`src/rtl/cpu_port_bridge.sv`:
```
// CPU-side port bridge: writable output latches, synchronised input channels with
// sticky change flags, a masked interrupt and a delayed reset for the CPU core.
module cpu_port_bridge #(
  parameter int WIDTH       = 8,
  parameter int NCH         = 2,
  parameter int SYNC_STAGES = 2,
  parameter int RST_STAGES  = 2,
  localparam int SW         = (NCH > 1) ? $clog2(NCH) : 1
) (
  input  logic                 CLK,
  input  logic                 nRESET,
  output logic                 nRESET_CPU,
  input  logic                 LOOPBACK,
  input  logic                 WE,
  input  logic [SW-1:0]        WSEL,
  input  logic [WIDTH-1:0]     WDATA,
  input  logic                 MASK_WE,
  input  logic [NCH-1:0]       MASK_IN,
  input  logic                 RD_EN,
  input  logic [SW-1:0]        RSEL,
  output logic [WIDTH-1:0]     RDATA,
  output logic                 RVALID,
  output logic [NCH*WIDTH-1:0] OUT,
  input  logic [NCH*WIDTH-1:0] EXT_IN,
  output logic [NCH-1:0]       CHG,
  output logic                 IRQ
);

  logic [RST_STAGES-1:0]  rst_sr;
  logic [NCH*WIDTH-1:0]   sync_q [SYNC_STAGES];
  logic [NCH*WIDTH-1:0]   src;
  logic [NCH*WIDTH-1:0]   in_sync;
  logic [NCH*WIDTH-1:0]   prev;
  logic [NCH-1:0]         diff;
  logic [NCH-1:0]         mask;
  logic [WIDTH-1:0]       rd_mux;

  // Release chain: a 1 walks in from bit 0, the CPU leaves reset when it reaches the top.
  always_ff @(posedge CLK or negedge nRESET) begin
    if (!nRESET) begin
      rst_sr <= '0;
    end else begin
      rst_sr[0] <= 1'b1;
      for (int i = 1; i < RST_STAGES; i++) rst_sr[i] <= rst_sr[i-1];
    end
  end

  assign nRESET_CPU = rst_sr[RST_STAGES-1];

  // Selecting before the synchroniser keeps loopback and external latency identical.
  assign src     = LOOPBACK ? OUT : EXT_IN;
  assign in_sync = sync_q[SYNC_STAGES-1];
  assign IRQ     = |(CHG & mask);

  always_comb begin
    diff   = '0;
    rd_mux = '0;
    for (int c = 0; c < NCH; c++) begin
      diff[c] = (in_sync[c*WIDTH +: WIDTH] != prev[c*WIDTH +: WIDTH]);
      if (int'(RSEL) == c) rd_mux = in_sync[c*WIDTH +: WIDTH];
    end
  end

  always_ff @(posedge CLK or negedge nRESET) begin
    if (!nRESET) begin
      OUT    <= '0;
      for (int s = 0; s < SYNC_STAGES; s++) sync_q[s] <= '0;
      prev   <= '0;
      CHG    <= '0;
      mask   <= '0;
      RDATA  <= '0;
      RVALID <= 1'b0;
    end else begin
      for (int c = 0; c < NCH; c++) begin
        if (WE && int'(WSEL) == c) OUT[c*WIDTH +: WIDTH] <= WDATA;
        // Set wins over a clearing read in the same cycle.
        if (diff[c])                        CHG[c] <= 1'b1;
        else if (RD_EN && int'(RSEL) == c)  CHG[c] <= 1'b0;
      end
      sync_q[0] <= src;
      for (int s = 1; s < SYNC_STAGES; s++) sync_q[s] <= sync_q[s-1];
      prev <= in_sync;
      if (MASK_WE) mask <= MASK_IN;
      RVALID <= RD_EN;
      if (RD_EN) RDATA <= rd_mux;
    end
  end

endmodule

```
`config.mk`:
```
export PLATFORM = sky130hd
export DESIGN_NAME = cpu_port_bridge
export DESIGN_NICKNAME = d
export VERILOG_FILES = /design/src/rtl/cpu_port_bridge.sv
export SDC_FILE = /design/constraint.sdc
export NUM_CORES = 1
export LEC_CHECK = 0
export CELL_PAD_IN_SITES_DETAIL_PLACEMENT = 1
export CELL_PAD_IN_SITES_GLOBAL_PLACEMENT = 1
export CORE_ASPECT_RATIO = 1.5
export CORE_MARGIN = 2
export CORE_UTILIZATION = 50
export CTS_CLUSTER_SIZE = 10
export DETAILED_ROUTE_END_ITERATION = 12
export DONT_BUFFER_PORTS = 1
export PLACE_DENSITY_LB_ADDON = 0.1
export SYNTH_ARGS = -nofsm -noshare
export SYNTH_HDL_FRONTEND = slang
export SYNTH_SLANG_ARGS = --single-unit
```
`constraint.sdc`:
```
create_clock -name CLK -period 1.3 [get_ports CLK]
set_input_delay 0.325 -clock CLK [delete_from_list [all_inputs] [get_ports CLK]]
set_output_delay 0.325 -clock CLK [all_outputs]
set_load 0.03 [all_outputs]
```
==> impl_results.html <==
<table>
<tr><th>Metric</th><th>Value</th></tr>
<tr><th colspan="2">Status</th></tr>
<tr><td>Run status</td><td>finished, violations left</td></tr>
<tr><td>Violated checks</td><td>hold timing, setup timing</td></tr>
<tr><th colspan="2">CTS</th></tr>
<tr><td>Cell at the root of the clock tree</td><td>sky130_fd_sc_hd__clkbuf_8</td></tr>
<tr><td>Clock latency on the worst-skew pair</td><td>0.33 ns</td></tr>
<tr><td>Cts bufs inserted</td><td>9</td></tr>
<tr><td>Deepest clock path buffer count</td><td>2</td></tr>
<tr><td>Clock Pin Slew Worst Setup and Hold Paths</td><td>0.07 ns</td></tr>
<tr><td>TritonCTS clock tree</td><td>done</td></tr>
<tr><td>Clock tree sinks</td><td>79</td></tr>
<tr><td>Depth of the CTS H-tree</td><td>3</td></tr>
<tr><td>Number of buffers inserted for hold repair after clock tree synthesis</td><td>1</td></tr>
<tr><th colspan="2">Synth</th></tr>
<tr><td>Async set-reset flop share out of synthesis</td><td>100.0%</td></tr>
<tr><td>Synthesized Nets</td><td>205</td></tr>
<tr><td>Mean area per synthesized cell</td><td>16.23 um^2</td></tr>
<tr><td>Largest cells by area after synthesis</td><td>sky130_fd_sc_hd__dfrtp_1 (71%), sky130_fd_sc_hd__mux2_2 (14%), sky130_fd_sc_hd__xor2_1 (3.8%), sky130_fd_sc_hd__mux2i_1 (2.9%), sky130_fd_sc_hd__a21oi_1 (1.4%)</td></tr>
<tr><td>EDFF count, synth</td><td>0</td></tr>
<tr><td>Mapped Area</td><td>2775 um^2</td></tr>
<tr><td>Fraction of synthesized cell area taken by the top area cell type</td><td>71.24%</td></tr>
<tr><td>Most used flip-flop cell after synthesis</td><td>sky130_fd_sc_hd__dfrtp_1</td></tr>
<tr><td>Synth warnings</td><td>0</td></tr>
<tr><td>Number of synthesized register bits</td><td>79</td></tr>
<tr><td>Post-synth cell types</td><td>20</td></tr>
<tr><td>Sequential-to-total area share from yosys stat</td><td>71.24%</td></tr>
<tr><td>Post-Synthesis Cells</td><td>171</td></tr>
<tr><td>Cell types with the highest counts after synthesis</td><td>sky130_fd_sc_hd__dfrtp_1 (79), sky130_fd_sc_hd__mux2_2 (34), sky130_fd_sc_hd__xor2_1 (12)</td></tr>
<tr><td>Cell type contributing the most total cell area after synthesis</td><td>sky130_fd_sc_hd__dfrtp_1</td></tr>
<tr><td>Most common cell in the synthesized netlist</td><td>sky130_fd_sc_hd__dfrtp_1</td></tr>
<tr><th colspan="2">Worst setup path</th></tr>
<tr><td>Highest fanout seen on the critical path</td><td>3</td></tr>
<tr><td>Kind of end point of the critical path</td><td>output port</td></tr>
<tr><td>CP top delay family</td><td>flip-flops</td></tr>
<tr><td>Cell-by-cell listing of the critical path</td><td>a22o_4</td></tr>
<tr><td>Path type of the worst setup path</td><td>reg -&gt; out</td></tr>
<tr><td>Crit path max-delay cell type</td><td>sky130_fd_sc_hd__dfrtp_1</td></tr>
<tr><td>FF-to-FF Start</td><td>in_sync[1]</td></tr>
<tr><td>Data required time of the critical path</td><td>0.98 ns</td></tr>
<tr><td>Buffers plus inverters on the worst setup path</td><td>0</td></tr>
<tr><td>CP Launch Type</td><td>flop</td></tr>
<tr><td>Timing startpoint of the critical path</td><td>CHG[0]</td></tr>
<tr><td>Signal arrival time at the worst endpoint</td><td>1.04 ns</td></tr>
<tr><td>Largest incremental delay on the critical path</td><td>0.41 ns</td></tr>
<tr><th colspan="2">Finish</th></tr>
<tr><td>Post-route core utilization</td><td>57.30%</td></tr>
<tr><td>Area growth from synthesis to layout</td><td>11.68%</td></tr>
<tr><td>Filler instances</td><td>517</td></tr>
<tr><td>Fraction of final layout cells sized beyond drive strength 1</td><td>30.48%</td></tr>
<tr><td># nets final</td><td>217</td></tr>
<tr><td>Antenna diode instance count</td><td>0</td></tr>
<tr><th colspan="2">Detailed routing</th></tr>
<tr><td>Number of DRC violations after detailed routing</td><td>0</td></tr>
<tr><td>Detail Route Antenna Nets</td><td>0</td></tr>
<tr><td>Total iterations of the first detailed-routing run</td><td>4</td></tr>
<tr><td>Vias</td><td>1,352</td></tr>
<tr><td>DRC marker count from the first detailed-route iteration</td><td>65</td></tr>
<tr><td>Detailed-route vias per instance</td><td>5.261</td></tr>
<tr><td>Wirelength, routed</td><td>4727 um</td></tr>
<tr><td>Average detailed-routed wire length per instance</td><td>18.39 um</td></tr>
<tr><th colspan="2">Pwr</th></tr>
<tr><td>Combinational cell fraction of total power</td><td>7.0%</td></tr>
<tr><td>Internal power component</td><td>4.109 mW</td></tr>
<tr><td>Sequential cell fraction of total power</td><td>58.4%</td></tr>
<tr><td>Switching part of the total</td><td>24.99%</td></tr>
<tr><td>Leakage</td><td>1.351 nW</td></tr>
<tr><td>Peak supply drop</td><td>1.143 mV</td></tr>
<tr><td>Net switching power</td><td>1.369 mW</td></tr>
<tr><td>Power density cells</td><td>1767 nW/um^2</td></tr>
<tr><td>Fraction of power consumed by the clock network</td><td>34.6%</td></tr>
<tr><th colspan="2">STA</th></tr>
<tr><td>Final TNS setup</td><td>-0.06439 ns</td></tr>
<tr><td>Max Slew Vio Count</td><td>0</td></tr>
<tr><td>Max frequency</td><td>0.7329 GHz</td></tr>
<tr><td>Worst clock skew</td><td>0.007330 ns</td></tr>
<tr><td>Worst Hold Slack</td><td>-0.3201 ns</td></tr>
<tr><td>Setup violations, final</td><td>1</td></tr>
<tr><td>Min cycle time layout</td><td>1.364 ns</td></tr>
<tr><td>Post-layout worst setup margin</td><td>-0.06439 ns</td></tr>
<tr><td>Setup repair after global routing missed its margin</td><td>yes</td></tr>
<tr><td>Final period util</td><td>105.0%</td></tr>
<tr><td>Final count of hold timing violations</td><td>79</td></tr>
<tr><th colspan="2">Global route</th></tr>
<tr><td>Overflow after GRT</td><td>0</td></tr>
<tr><td>Number of global-route vias before repair</td><td>1,576</td></tr>
<tr><td>GRT Total Usage</td><td>17.25%</td></tr>
<tr><td>Antenna violations before repair</td><td>0</td></tr>
<tr><td>Maximum number of pins on one net before global-route repair</td><td>80</td></tr>
<tr><td>First-pass GRT wire length</td><td>7610 um</td></tr>
<tr><th colspan="2">Floorplanning</th></tr>
<tr><td>Die area</td><td>6175 um^2</td></tr>
<tr><td>Starting density of the core</td><td>51.31%</td></tr>
<tr><td>Die H</td><td>95.25 um</td></tr>
<tr><td>Row count</td><td>33</td></tr>
<tr><td>Core area</td><td>5409 um^2</td></tr>
<tr><td>Overall die width</td><td>64.83 um</td></tr>
<tr><td># IOs</td><td>63</td></tr>
<tr><th colspan="2">Placement</th></tr>
<tr><td>HPWL reported at the end of detailed placement</td><td>3310 um</td></tr>
<tr><td>Placer Congestion</td><td>0.7398</td></tr>
<tr><td>Port Buffers</td><td>0</td></tr>
<tr><th colspan="2">Flow run</th></tr>
<tr><td>Maximum Capacitance Violations</td><td>0</td></tr>
<tr><th colspan="2">Worst hold path</th></tr>
<tr><td>Hold crit path type</td><td>in -&gt; async</td></tr>
</table>
==> sequential cells by signal, indices dropped and copies added (netlist names) <==
| signal | cells |
|---|---|
| in_sync | 16 |
| RDATA | 8 |
| mask | 2 |
| prev | 16 |
| RVALID | 1 |
| sync_q | 16 |
| rst_sr | 2 |
| OUT | 16 |
| CHG | 2 |
==> logic make-up after synthesis <==
logic type	share of synthesized area, %
other	0.1351
buffers and inverters	1.398
AO/OA/AOI/OAI	2.570
XOR/XNOR	5.049
AND/OR/NAND/NOR	2.931
multiplexers	16.68
flip-flops	71.24
==> final timing paths <==
check | endpoint | slack [ns] | depth (start not counted)
setup / recovery | IRQ | -0.06 | 1
hold / removal | rst_sr[0] | -0.32 | 0
setup reg to reg | CHG[0] | 0.12 | 3
hold reg to reg | in_sync[11] | 0.35 | 0
max in group asynchronous | OUT[12] | 1.51 | 0
min in group CLK | RDATA[4] | 0.07 | 1
==> power groups by stage <==
stage | Combinational [mW] | Clock (mW) | Sequential, mW
final | 0.382 | 1.89 | 3.20
after global routing | 0.420 | 2.07 | 3.24
after CTS | 0.391 | 1.96 | 3.21
after detailed placement | 0.374 | 0 | 3.25
after global placement | 0.352 | 0 | 3.22
after floorplan | 0.332 | 0 | 3.18
==> placed cells by master, fill, tap and decap left out, types with 2 or more instances in the layout <==
| master | netlist | final |
|---|---|---|
| sky130_fd_sc_hd__a21oi_1 | 8 | 8 |
| sky130_fd_sc_hd__buf_4 | 1 | 6 |
| sky130_fd_sc_hd__bufinv_16 | 0 | 2 |
| sky130_fd_sc_hd__clkbuf_8 | 0 | 10 |
| sky130_fd_sc_hd__clkinv_2 | 0 | 2 |
| sky130_fd_sc_hd__dfrtp_1 | 79 | 79 |
| sky130_fd_sc_hd__mux2_2 | 34 | 34 |
| sky130_fd_sc_hd__mux2i_1 | 8 | 8 |
| sky130_fd_sc_hd__nand2_1 | 2 | 2 |
| sky130_fd_sc_hd__nand4_1 | 2 | 2 |
| sky130_fd_sc_hd__nor2_1 | 8 | 8 |
| sky130_fd_sc_hd__xnor2_1 | 4 | 4 |
| sky130_fd_sc_hd__xor2_1 | 12 | 12 |
==> repair_timing <==
action | in CTS | in global routing
gates cloned | 0 | 0
buffers inserted | 3 | 0
pin swaps | 1 | 0
endpoints found under the setup margin | 1 | 1
hold endpoints to repair | 80 | 79
resized for setup | 2 | 0
==> final cells by class <==
type	instances	area, um^2	share of cell area [%]
clock buffer	11	141.4	4.562
multi-input combinational	86	768.2	24.79
sequential	79	1977	63.79
tap	70	87.58	2.826
timing repair buffer	7	55.05	1.776
clock inverter	4	70.07	2.261
==> per-layer routing <==
metal	track usage [%]	share of wire [%]	up-vias
li1	-	-	599
met1	18.67	35	700
met2	29.81	57	48
met3	6.375	6.0	5
met4	7.979	1.5	0
met5	0	0	-
==> stage by stage <==
stage	setup WS (ns)	power [mW]	cell area, um^2	cells	hold WS, ns
2_1_floorplan	0.08610	3.516	2775	171	0.02941
4_1_cts	-0.08132	5.560	3099	257	-0.3448
3_5_place_dp	0.1154	3.626	2846	238	0.03112
5_1_grt	-0.1174	5.727	3099	257	-0.3497
3_3_place_gp	0.1597	3.576	2846	238	0.03092
6_report	-0.06439	5.477	3099	257	-0.3201
(Power assumes the default switching activity.)
